[src/rtl/ul8_pkg.sv]
// Shared definitions for the UL8 sequencer: opcode classes, ALU op codes, FSM states.
// Pure declarations, no logic; imported by the decoder, the sequencer and the bench.
// No flow control of its own.
package ul8_pkg;

    localparam logic [3:0] CLS_ALU   = 4'h0;
    localparam logic [3:0] CLS_LOAD  = 4'h1;
    localparam logic [3:0] CLS_STORE = 4'h2;
    localparam logic [3:0] CLS_JMP   = 4'h3;
    localparam logic [3:0] CLS_JZ    = 4'h4;
    localparam logic [3:0] CLS_HALT  = 4'hF;

    localparam logic [1:0] ALU_ADD  = 2'd0;
    localparam logic [1:0] ALU_NAND = 2'd1;
    localparam logic [1:0] ALU_NOT  = 2'd2;
    localparam logic [1:0] ALU_ZERO = 2'd3;

    typedef enum logic [2:0] {
        ST_FETCH_OP  = 3'd0,
        ST_FETCH_ARG = 3'd1,
        ST_EXEC_RD   = 3'd2,
        ST_EXEC_WR   = 3'd3,
        ST_HALT      = 3'd4
    } state_t;

    typedef struct packed {
        logic is_alu;
        logic is_load;
        logic is_store;
        logic is_jmp;
        logic is_jz;
        logic is_halt;
        logic two_byte;
    } dec_t;

endpackage

[src/rtl/ul8_decode.sv]
// Opcode-class decoder for UL8; UL8_ZERO_FLAG_EN selects JZ as a branch or as a two-byte NOP.
// Purely combinational, zero latency.
// No flow control; the caller decides when the decoded class is acted on.
module ul8_decode
    import ul8_pkg::*;
(
    input  logic [3:0] op_class,
    output dec_t       dec
);

    always_comb begin
        dec = '0;
        case (op_class)
            CLS_ALU: begin
                dec.is_alu   = 1'b1;
                dec.two_byte = 1'b1;
            end
            CLS_LOAD: begin
                dec.is_load  = 1'b1;
                dec.two_byte = 1'b1;
            end
            CLS_STORE: begin
                dec.is_store = 1'b1;
                dec.two_byte = 1'b1;
            end
            CLS_JMP: begin
                dec.is_jmp   = 1'b1;
                dec.two_byte = 1'b1;
            end
            CLS_JZ: begin
`ifdef UL8_ZERO_FLAG_EN
                dec.is_jz    = 1'b1;
`endif
                // Without the flag the argument is still consumed, so PC advances by 2.
                dec.two_byte = 1'b1;
            end
            CLS_HALT: begin
                dec.is_halt  = 1'b1;
            end
            default: begin
            end
        endcase
    end

endmodule

[src/rtl/ul8_sequencer.sv]
// UL8 fetch/execute controller driving the ALU and a shared 8-bit memory; UL8_ZERO_FLAG_EN enables the zero flag and JZ.
// Zero-wait latency: NOP/HALT 1 cycle, JMP/JZ 2, ALU/LOAD/STORE 3.
// Each request is held with a stable address until mem_ack_in; every low-ack cycle adds one cycle.
module ul8_sequencer
    import ul8_pkg::*;
(
    input  logic       clk_in,
    input  logic       rst_in,
    output logic [7:0] mem_addr_out,
    output logic       mem_rd_out,
    output logic       mem_wr_out,
    output logic [7:0] mem_wdata_out,
    input  logic [7:0] mem_rdata_in,
    input  logic       mem_ack_in,
    output logic [7:0] alu_x_out,
    output logic [7:0] alu_y_out,
    output logic [1:0] alu_op_out,
    input  logic [7:0] alu_z_in,
    output logic [7:0] acc_out,
    output logic [7:0] pc_out,
    output logic       zero_out,
    output logic       halted_out
);

    state_t     state;
    logic [7:0] pc;
    logic [7:0] acc;
    logic [7:0] ir;
    logic [7:0] ar;
    logic [7:0] dec_src;
    logic [7:0] acc_nxt;
    logic       zero_flag;
    logic       take_jump;
    dec_t       dec;

    // In FETCH_OP the opcode is still on the bus; afterwards it lives in IR.
    assign dec_src = (state == ST_FETCH_OP) ? mem_rdata_in : ir;

    ul8_decode u_decode (
        .op_class (dec_src[7:4]),
        .dec      (dec)
    );

    assign acc_nxt   = dec.is_alu ? alu_z_in : mem_rdata_in;
    assign take_jump = dec.is_jmp || (dec.is_jz && zero_flag);

    always_ff @(posedge clk_in) begin
        if (rst_in) begin
            state <= ST_FETCH_OP;
            pc    <= 8'h00;
            acc   <= 8'h00;
            ir    <= 8'h00;
            ar    <= 8'h00;
        end else begin
            case (state)
                ST_FETCH_OP: begin
                    if (mem_ack_in) begin
                        ir <= mem_rdata_in;
                        pc <= pc + 8'd1;
                        if (dec.is_halt) begin
                            state <= ST_HALT;
                        end else if (dec.two_byte) begin
                            state <= ST_FETCH_ARG;
                        end else begin
                            state <= ST_FETCH_OP;
                        end
                    end
                end
                ST_FETCH_ARG: begin
                    if (mem_ack_in) begin
                        ar <= mem_rdata_in;
                        pc <= take_jump ? mem_rdata_in : pc + 8'd1;
                        if (dec.is_alu || dec.is_load) begin
                            state <= ST_EXEC_RD;
                        end else if (dec.is_store) begin
                            state <= ST_EXEC_WR;
                        end else begin
                            state <= ST_FETCH_OP;
                        end
                    end
                end
                ST_EXEC_RD: begin
                    if (mem_ack_in) begin
                        acc   <= acc_nxt;
                        state <= ST_FETCH_OP;
                    end
                end
                ST_EXEC_WR: begin
                    if (mem_ack_in) begin
                        state <= ST_FETCH_OP;
                    end
                end
                ST_HALT: begin
                    state <= ST_HALT;
                end
                default: begin
                    state <= ST_FETCH_OP;
                end
            endcase
        end
    end

`ifdef UL8_ZERO_FLAG_EN
    logic zero_q;
    logic acc_wr;

    assign acc_wr = (state == ST_EXEC_RD) && mem_ack_in;

    always_ff @(posedge clk_in) begin
        if (rst_in) begin
            zero_q <= 1'b0;
        end else if (acc_wr) begin
            zero_q <= (acc_nxt == 8'h00);
        end
    end

    assign zero_flag = zero_q;
`else
    assign zero_flag = 1'b0;
`endif

    // Requests are gated by reset so an in-flight access is abandoned without being acked.
    assign mem_rd_out    = !rst_in && ((state == ST_FETCH_OP) || (state == ST_FETCH_ARG)
                                       || (state == ST_EXEC_RD));
    assign mem_wr_out    = !rst_in && (state == ST_EXEC_WR);
    assign mem_addr_out  = ((state == ST_EXEC_RD) || (state == ST_EXEC_WR)) ? ar : pc;
    assign mem_wdata_out = acc;

    assign alu_x_out  = acc;
    assign alu_y_out  = mem_rdata_in;
    assign alu_op_out = ir[1:0];

    assign acc_out    = acc;
    assign pc_out     = pc;
    assign zero_out   = zero_flag;
    assign halted_out = (state == ST_HALT);

endmodule

[config.mk]
export PLATFORM = sky130hd
export DESIGN_NAME = ul8_sequencer
export DESIGN_NICKNAME = d
export VERILOG_FILES = /design/src/rtl/ul8_pkg.sv /design/src/rtl/ul8_decode.sv /design/src/rtl/ul8_sequencer.sv
export SDC_FILE = /design/constraint.sdc
export NUM_CORES = 1
export LEC_CHECK = 0
export CAP_MARGIN = 20
export CORE_MARGIN = 2
export CORE_UTILIZATION = 40
export CTS_CLUSTER_DIAMETER = 40
export DETAILED_ROUTE_END_ITERATION = 8
export GPL_TIMING_DRIVEN = 1
export PLACE_DENSITY = 0.76
export REMOVE_ABC_BUFFERS = 1
export SYNTH_ARGS = -nofsm -noshare
export SYNTH_HDL_FRONTEND = slang
export SYNTH_SLANG_ARGS = --single-unit
[constraint.sdc]
create_clock -name clk_in -period 1.6 [get_ports clk_in]
set_input_delay 0.16 -clock clk_in [delete_from_list [all_inputs] [get_ports clk_in]]
set_output_delay 0.16 -clock clk_in [all_outputs]
set_load 0.02 [all_outputs]
* Yosys cells after proc, flatten, opt, wreduce, memory -nomap -nowiden
Index checks and enable logic that the tools add are counted.
** Operators by class
- Reduce and logical (&&, ||, !) cells :: 17
- Divide/modulo/power cells :: 0
- $add $sub $neg :: 1
- Bitwise gates (word level) :: 0
- Mux-type cells :: 21
- Order comparisons :: 0
- Shifts and indexed selects :: 0
- $mul :: 0
- Equality and inequality tests :: 12
** Operator list (number)
- 2-to-1 mux 8 bit :: 6
- one-hot mux 8 bit (2 select lines) :: 1
- 2-to-1 mux 3 bit :: 4
- one-hot mux 3 bit (4 select lines) :: 1
- adder 8 x 1 -> 8 bit, second input constant :: 1
- equality test 4 x 2 -> 1 bit, second input constant :: 2
- 2-to-1 mux 1 bit :: 7
- equality test 3 x 2 -> 1 bit, second input constant :: 2
- AND reduction 2 bit :: 3
- AND reduction 3 bit :: 2
- OR reduction 5 bit :: 1
- equality test 4 x 1 -> 1 bit, second input constant :: 1
- equality test 4 x 3 -> 1 bit, second input constant :: 1
- equality test 4 bit, second input constant :: 1
- logical NOT 4 bit :: 1
- logical OR 1 bit :: 4
- 2-to-1 mux 2 bit :: 2
- inequality test 2 bit, second input constant :: 2
- equality test 3 x 1 -> 1 bit, second input constant :: 1
- equality test 3 bit, second input constant :: 1
- logical NOT 3 bit :: 1
- logical AND 1 bit :: 2
- inequality test 2 x 1 -> 1 bit, second input constant :: 1
- nonzero test 2 bit :: 1
- 2 further kinds :: 2
** Storage, ports and cells
- Logic and storage cells :: 56
- Bits of input ports :: 19
- Memories :: 0
- Bits in read-only memories :: 0
- Output and inout bits :: 54
- Latch bits :: 0
- Memory bits (writable) :: 0
- Bits in registers :: 35

* Logic depth before layout (Yosys ltp)
Gate-level depths: netlist of run 1.
- Word-level depth :: 9
- Mapped depth :: 6
- Gate-level depth less buffers :: 5

* Hierarchy
A second synthesis of run 1 with hierarchy kept.
** Second synthesis, totals
- Cells, all modules :: 234
- Area, all modules :: 2021.9 sq um
** Modules (own cells, without submodules)
- ul8_sequencer :: cells each 223, area each 1959.4 sq um, sequential area each 660.6 sq um, instances 1
- ul8_decode :: cells each 11, area each 62.6 sq um, sequential area each 0.0 sq um, instances 1

* Worst setup path after synthesis of run 1
No wires, ideal clock.
- Kind :: reg2reg
- Start :: register state[2]
- End :: register acc[2] (netlist: acc_out[2])
- Setup time :: 134 ps
- Stages on the path, launching flop included :: 6
- Data arrival time :: 1455 ps
- Data required time :: 1466 ps
- Buffers on the path :: 1
- Slack :: 11 ps
- Period minus slack after synthesis :: 1589 ps
- Path through :: dfxtp_1 buf_6 nor3_4 mux2i_4 mux2i_1 a211oi_1
** Between the ends
- Word-level cells in the longest chain between the ends :: 5
- Elaborated cells between the ends (all ways) :: 7
- Those cells by class :: eq/ne (1); mux (3); reduce/logical (3)
** RTL lines
- start: declaration :: RTL line ul8_sequencer.sv:25 : state_t state;
- start signal: assignment :: RTL line ul8_sequencer.sv:49 : state <= ST_FETCH_OP;
- start signal: assignment :: RTL line ul8_sequencer.sv:61 : state <= ST_HALT;
- start signal: assignment :: RTL line ul8_sequencer.sv:63 : state <= ST_FETCH_ARG;
- logical NOT 3 bit :: RTL line ul8_sequencer.sv:37 : assign dec_src = (state == ST_FETCH_OP) ? mem_rdata_in : ir;
- 2-to-1 mux 8 bit :: RTL line ul8_sequencer.sv:37
- logical NOT 4 bit :: RTL line ul8_decode.sv:13 : case (op_class)
- 2-to-1 mux 1 bit :: RTL line ul8_decode.sv:13
- 2-to-1 mux 8 bit :: RTL line ul8_sequencer.sv:44 : assign acc_nxt = dec.is_alu ? alu_z_in : mem_rdata_in;
- end signal: assignment :: RTL line ul8_sequencer.sv:84 : acc <= acc_nxt;
- end: declaration :: RTL line ul8_sequencer.sv:27 : logic [7:0] acc;
Several ways; a longest one is shown, not always the timed one.
A chain may end at the register's enable or synchronous reset.

* Worst setup path in the final report of run 1
- Start :: register state[1]
- End :: output mem_addr_out[1]
** Between the ends
- Word-level cells in the longest chain between the ends :: 3
- Elaborated cells between the ends (all ways) :: 4
- Those cells by class :: eq/ne (2); mux (1); reduce/logical (1)
** RTL lines
- equality test 3 x 2 -> 1 bit :: RTL line ul8_sequencer.sv:126 : assign mem_addr_out = ((state == ST_EXEC_RD) || (state == ST_EXEC_WR)) ? ar : pc;
- logical OR 1 bit * :: RTL line ul8_sequencer.sv:126
- 2-to-1 mux 8 bit * :: RTL line ul8_sequencer.sv:126
- end: declaration :: RTL line ul8_sequencer.sv:9 : output logic [7:0] mem_addr_out,
Mark *: on every way between the ends. The rest lies on a longest branch, timed or not.

==> results of run 1 <==
==> per-layer routing <==
metal,track usage (%),routed length [um]
met3,5.76,373
met2,32.4,2610
met5,0,0
met4,5.66,53
met1,23.8,2330
==> final timing paths <==
path,startpoint,to,slack [ps],depth (start not counted)
max,state[1]$_SDFFE_PP0P_,mem_addr_out[1],-10,4
min,ar[1]$_SDFFE_PP0P_,ar[1]$_SDFFE_PP0P_,450,2
max reg2reg,state[2]$_SDFFE_PP0P_,acc_out[7]$_SDFFE_PP0P_,20,6
min reg2reg,ar[1]$_SDFFE_PP0P_,ar[1]$_SDFFE_PP0P_,450,2
==> sequential cells by signal, indices dropped and copies added, names as in the netlist <==
signal	flops
pc_out	8
acc_out	8
ir	6
state	3
ar	8
==> cell families (layout without fill, tap and decap cells) <==
| family | after synthesis | count (layout) | share of synthesized area [%] |
|---|---|---|---|
| buffers and inverters | 46 | 122 | 15.4 |
| flip-flops | 33 | 33 | 33.9 |
| adder cells (fa/ha/maj) | 1 | 1 | 0.641 |
| AO/OA/AOI/OAI | 56 | 56 | 17.8 |
| multiplexers | 16 | 16 | 9.11 |
| AND/OR/NAND/NOR | 83 | 83 | 23.0 |
| other | 1 | 1 | 0.192 |
==> power groups by stage <==
stage	Combinational (mW)	Clock, mW	Sequential (mW)
after global routing	0.466	0.694	0.879
after CTS	0.424	0.656	0.874
after floorplan	0.139	0	0.914
after detailed placement	0.419	0	0.892
final	0.436	0.641	0.876
after global placement	0.414	0	0.891
==> stage by stage <==
stage | setup WS (ps) | instances | hold WS [ps]
finish | -11.7 | 379 | 455
global route | -66.4 | 379 | 479
CTS | 3.15 | 377 | 455
detailed placement | -155 | 367 | 445
global placement | -99.2 | 367 | 442
floorplan | -87.0 | 195 | 229
==> critical path, stage by stage (launching register included) <==
cell and delay (ps):
dfxtp_2 330, nor2b_4 200, buf_12 140, mux2_2 330, buf_2 160
==> timing repair <==
item                                    in CTS  in global routing
pin swaps                                    1                  7
buffers inserted                             3                  1
cloned                                       0                  1
endpoints found under the setup margin      23                 29
gates resized for setup                     27                 32
==> cells in the mapped netlist (2+ instances only) <==
| library cell | number | area (sq um) |
|---|---|---|
| a21oi_1 | 25 | 125 |
| nor3_1 | 2 | 10.0 |
| and2_0 | 2 | 12.5 |
| o32ai_1 | 3 | 26.3 |
| buf_2 | 3 | 15.0 |
| mux2i_1 | 11 | 110 |
| nand4_1 | 3 | 18.8 |
| nor2_1 | 13 | 48.8 |
| nor4_1 | 3 | 18.8 |
| inv_1 | 5 | 18.8 |
| mux2_2 | 4 | 45.0 |
| nor2b_1 | 2 | 12.5 |
| o2bb2ai_1 | 2 | 17.5 |
| buf_4 | 27 | 203 |
| clkbuf_1 | 7 | 26.3 |
| dfxtp_1 | 33 | 661 |
| buf_6 | 3 | 33.8 |
| a211oi_1 | 13 | 97.6 |
| nand3_1 | 4 | 20.0 |
| nand2b_1 | 2 | 12.5 |
| nand2_1 | 38 | 143 |
| o21ai_0 | 8 | 40.0 |
==> final cells by class <==
type / count / share of cell area, %
inverter: 5 / 0.645
clock buffer: 7 / 2.97
timing repair buffer: 110 / 35.6
multi-input combinational: 157 / 35.1
tap: 67 / 2.88
sequential: 33 / 22.8
==> impl_results.md, run 1 <==
- Max Fclk: 620 MHz
- Inserted Diodes: 0
- Violated checks: negative setup slack
- Skew-Pair Late Insertion Delay: 290 ps
- Syn Std Cell Area: 0.00195 sq mm
- CTS tree: yes
- P&R area growth vs syn: 49.2%
- Post-DP HPWL: 3.90 mm
- Maximum VDD drop: 0.457 mV
- Pwr Density: 671 mW/mm^2
- I/O pins: 73
- Netlist cell types: 45
- Starting DRT DRC Count: 139
- Comb pwr share: 22.3%
- Clock Tree Root: clkbuf_8
- Largest net degree at the start of global routing: 35
- FILL cells: 410
- Post-synthesis sequential area ratio: 33.9%
- Max Slew Vio Count: 0
- H-tree Lvls: 2
- Final Hold Fails: 0
- Max cap viols: 0
- Post-synth ARST share: 0%
- GR Overflow Total: 0
- Worst hold path class: reg -> reg
- CTS Sinks: 33
- RSZ-0062 raised after global routing: true
- Final Skew: 3.67 ps
- Routed vias/inst: 5.13
- P_leak: 1.16 nW
- Rows: 25
- Total power: 1.95 mW
- Post-layout util: 61.6%
- Worst setup margin: -11.7 ps
- Crit-path max FO: 6
- Post-synth EDFFs: 0
- Sequential cell area: 664 sq um
- Total routed wirelength: 5.36 mm
- Die Ht: 73.8 um
- Final GP Congestion: 0.859
- Routed length per instance: 14.2 um
- Most frequent cells in the layout: clkdlybuf4s50_1, nand2_1, buf_4
- Clk slew on worst S/H paths: 70 ps
- Placed inst area: 0.00273 sq mm
- Vias: 1,946
- Global-route wire length before repair: 8.09 mm
- Clock buffer count from CTS: 5
- Clk pwr share: 32.8%
- Vias in the first global route: 1,751
- Clock Tree Buf Depth: 2
- Endpoints failing setup: 1
- Die W: 73.8 um
- DRT Pass-1 Iters: 4
- Int Pwr: 1.41 mW
- Hold Buf Count CTS: 0
- Nets: 332
- Core area: 0.00472 sq mm
- Final Cycle Share: 101%
- Yosys warning total: 0
- Final instance area: 0.00291 sq mm
- Crit path launch type: flip-flop
- Synthesized area per cell: 8.27 sq um
- Initial Util: 41.3%
- All-Layer GR Usage: 19.3%
- Syn Inst Count: 236
- TNS Setup: -11.7 ps
- CP Data Arrival Time: 1450 ps
- Antenna violations before repair: 0
- Multi-input gate area: 0.00102 sq mm
- Ys flop type: dfxtp_1
- Synth Register Bits: 33
- Status: complete, but fails checks
- Sw frac: 27.7%
- Antenna Nets Post-Route: 0
- Critical Path Sink Type: output pin
- CP Data Required Time: 1440 ps
- Switching power: 540 uW
- Crit path time final: 1610 ps
- Commonest non-fill, non-tap cell in the layout: clkdlybuf4s50_1
- Port Buf Inserts: 71
- Area of the die: 0.00545 sq mm
- DRC: 0
- Critical path class: reg -> out
- Share of post-route cells with drive strength above 1: 22.4%
- Seq pwr share: 44.8%
Power figures use the tool's default switching activity.
==> run 2: changes to the inputs <==
Settings changed: CORE_UTILIZATION 40 to 44, PLACE_DENSITY 0.76 to 0.8.
Clock period 1.6 ns to 1.7 ns, I/O delays scaled along.
==> impl_results.md, run 2 (same netlist as run 1, synthesis figures left out) <==
- Clock Tree Buf Depth: 2
- Final Hold Fails: 0
- R2r endpoint: acc_out[7]$_SDFFE_PP0P_
- Largest net degree at the start of global routing: 35
- Crit path cell chain: nor4_1, mux2i_4, buf_12, mux2i_1, a211oi_1
- Hold path endpoint: ar[2]$_SDFFE_PP0P_
- Initial Util: 45.1%
- H-tree Lvls: 2
- All-Layer GR Usage: 20.6%
- Hold Buf Count CTS: 0
- Area of the die: 0.00498 sq mm
- Nets: 322
- Worst-Margin Slew: 511 ps
- Worst Path Buf+Inv: 1
- Total routed wirelength: 5.07 mm
- Clock Tree Root: clkbuf_8
- Post-layout util: 64.6%
- P&R area growth vs syn: 43.3%
- Cell family with most CP delay: simple AND/OR/NAND/NOR gates
- Status: completed
- Port Buf Inserts: 71
- CP Data Required Time: 1900 ps
- CP Data Arrival Time: 1830 ps
- I/O pins: 73
- Clk slew on worst S/H paths: 70 ps
- Routed vias/inst: 5.35
- RR Startpoint: ir[7]$_SDFFE_PP0P_
- Final GP Congestion: 0.891
- Crit path largest cell delay: 510 ps
- Die W: 70.6 um
- DRT Pass-1 Iters: 4
- Hold path depth: 2
- GR Util met1: 24.4%
- GR Overflow Total: 0
- Vias: 1,901
- Critical Path Sink Type: flip-flop
- Worst hold path class: reg -> reg
- DRC: 0
- Max cap viols: 0
- Met2 Use GR: 35.4%
- Met3 Use GR: 4.84%
- Die Ht: 70.6 um
- Rows: 24
- Global-route wire length before repair: 8.12 mm
- Hold_sp: ar[2]$_SDFFE_PP0P_
- Pwr Density: 709 mW/mm^2
- CTS tree: yes
- CTS Sinks: 33
- Final Cycle Share: 95.7%
- Endpoints failing setup: 0
- P_leak: 1.11 nW
- Worst-case reg-to-reg path depth: 5
- Commonest non-fill, non-tap cell in the layout: clkdlybuf4s50_1
- Critical-path top delay cell: nor4_1
- Final Skew: 2.69 ps
- Core area: 0.00432 sq mm
- Crit path launch type: flip-flop
- R2r setup slk: 70 ps
- Inserted Diodes: 0
- Crit-path max FO: 8
- Critical path class: reg -> reg
- Maximum VDD drop: 0.617 mV
- Dpl ws: -67.6 ps
- Skew-Pair Late Insertion Delay: 290 ps
- Antenna Nets Post-Route: 0
- Crit path time final: 1630 ps
- Slew margin rel.: 65.6%
- Antenna violations before repair: 0
- Max Slew Vio Count: 0
- Most frequent cells in the layout: clkdlybuf4s50_1, nand2_1, dfxtp_1
- Max Fclk: 615 MHz
- Worst setup margin: 73.4 ps
- Post-DP HPWL: 3.62 mm
- Routed length per instance: 14.3 um
- Starting DRT DRC Count: 116
- Clock buffer count from CTS: 5
- Most Crowded Layer GR: met2
- Vias in the first global route: 1,808
- Share of post-route cells with drive strength above 1: 17.5%
[run 2: worst reg2reg max path: cells and delay by family (launching register included)]
kind	cells	cell delay [ps]
flops	1	360
buf+inv	1	170
mux	2	260
simple gates	1	510
compound gates	1	240
[run 2: worst max path at each step]
stage	startpoint	endpoint	slack (ps)	cells after the start
2_1_floorplan	state[1]$_SDFFE_PP0P_	acc_out[0]$_SDFFE_PP0P_	10	4
3_3_place_gp	rst_in	mem_rd_out	-10	3
3_5_place_dp	mem_rdata_in[4]	acc_out[7]$_SDFFE_PP0P_	-70	6
4_1_cts	state[1]$_SDFFE_PP0P_	mem_addr_out[5]	5	4
5_1_grt	state[2]$_SDFFE_PP0P_	pc_out[2]$_SDFFE_PP0P_	-5	9
6_report	ir[7]$_SDFFE_PP0P_	acc_out[7]$_SDFFE_PP0P_	70	5
[run 2: per-layer routing]
layer,up-vias,part of all wire (%)
met5,-,0
met4,0,2.1
met3,10,6.4
met2,74,49
met1,875,43
li1,942,-
[run 2: power by group]
part,internal [mW],total [mW],switching (mW)
sequential,0.797,0.824,0.0266
combinational,0.198,0.392,0.194
clock,0.478,0.766,0.288
[run 2: repair_timing]
item                                   CTS  global route
endpoints found under the hold margin    0             0
gates resized for setup                 19            10
setup buffers                            1             3
setup endpoints to repair               14             8
[run 2: final cells by class]
class                      instances  area, sq um
fill                             364         1530
timing repair buffer             100          932
inverter                           5         18.8
clock inverter                     1         30.0
sequential                        33          662
clock buffer                       7         86.3
tap                               52         65.1
multi-input combinational        157         1000
[run 2: stage by stage]
stage,cell area [sq um],hold slack (ps),power (mW),std cells,setup TNS [ps]
CTS,2780,453,1.98,352,0
floorplan,1670,239,0.991,195,0
detailed placement,2650,443,1.21,343,-255
global route,2800,475,2.06,355,-5.49
global placement,2650,441,1.20,343,-14.4
finish,2800,450,1.98,355,0
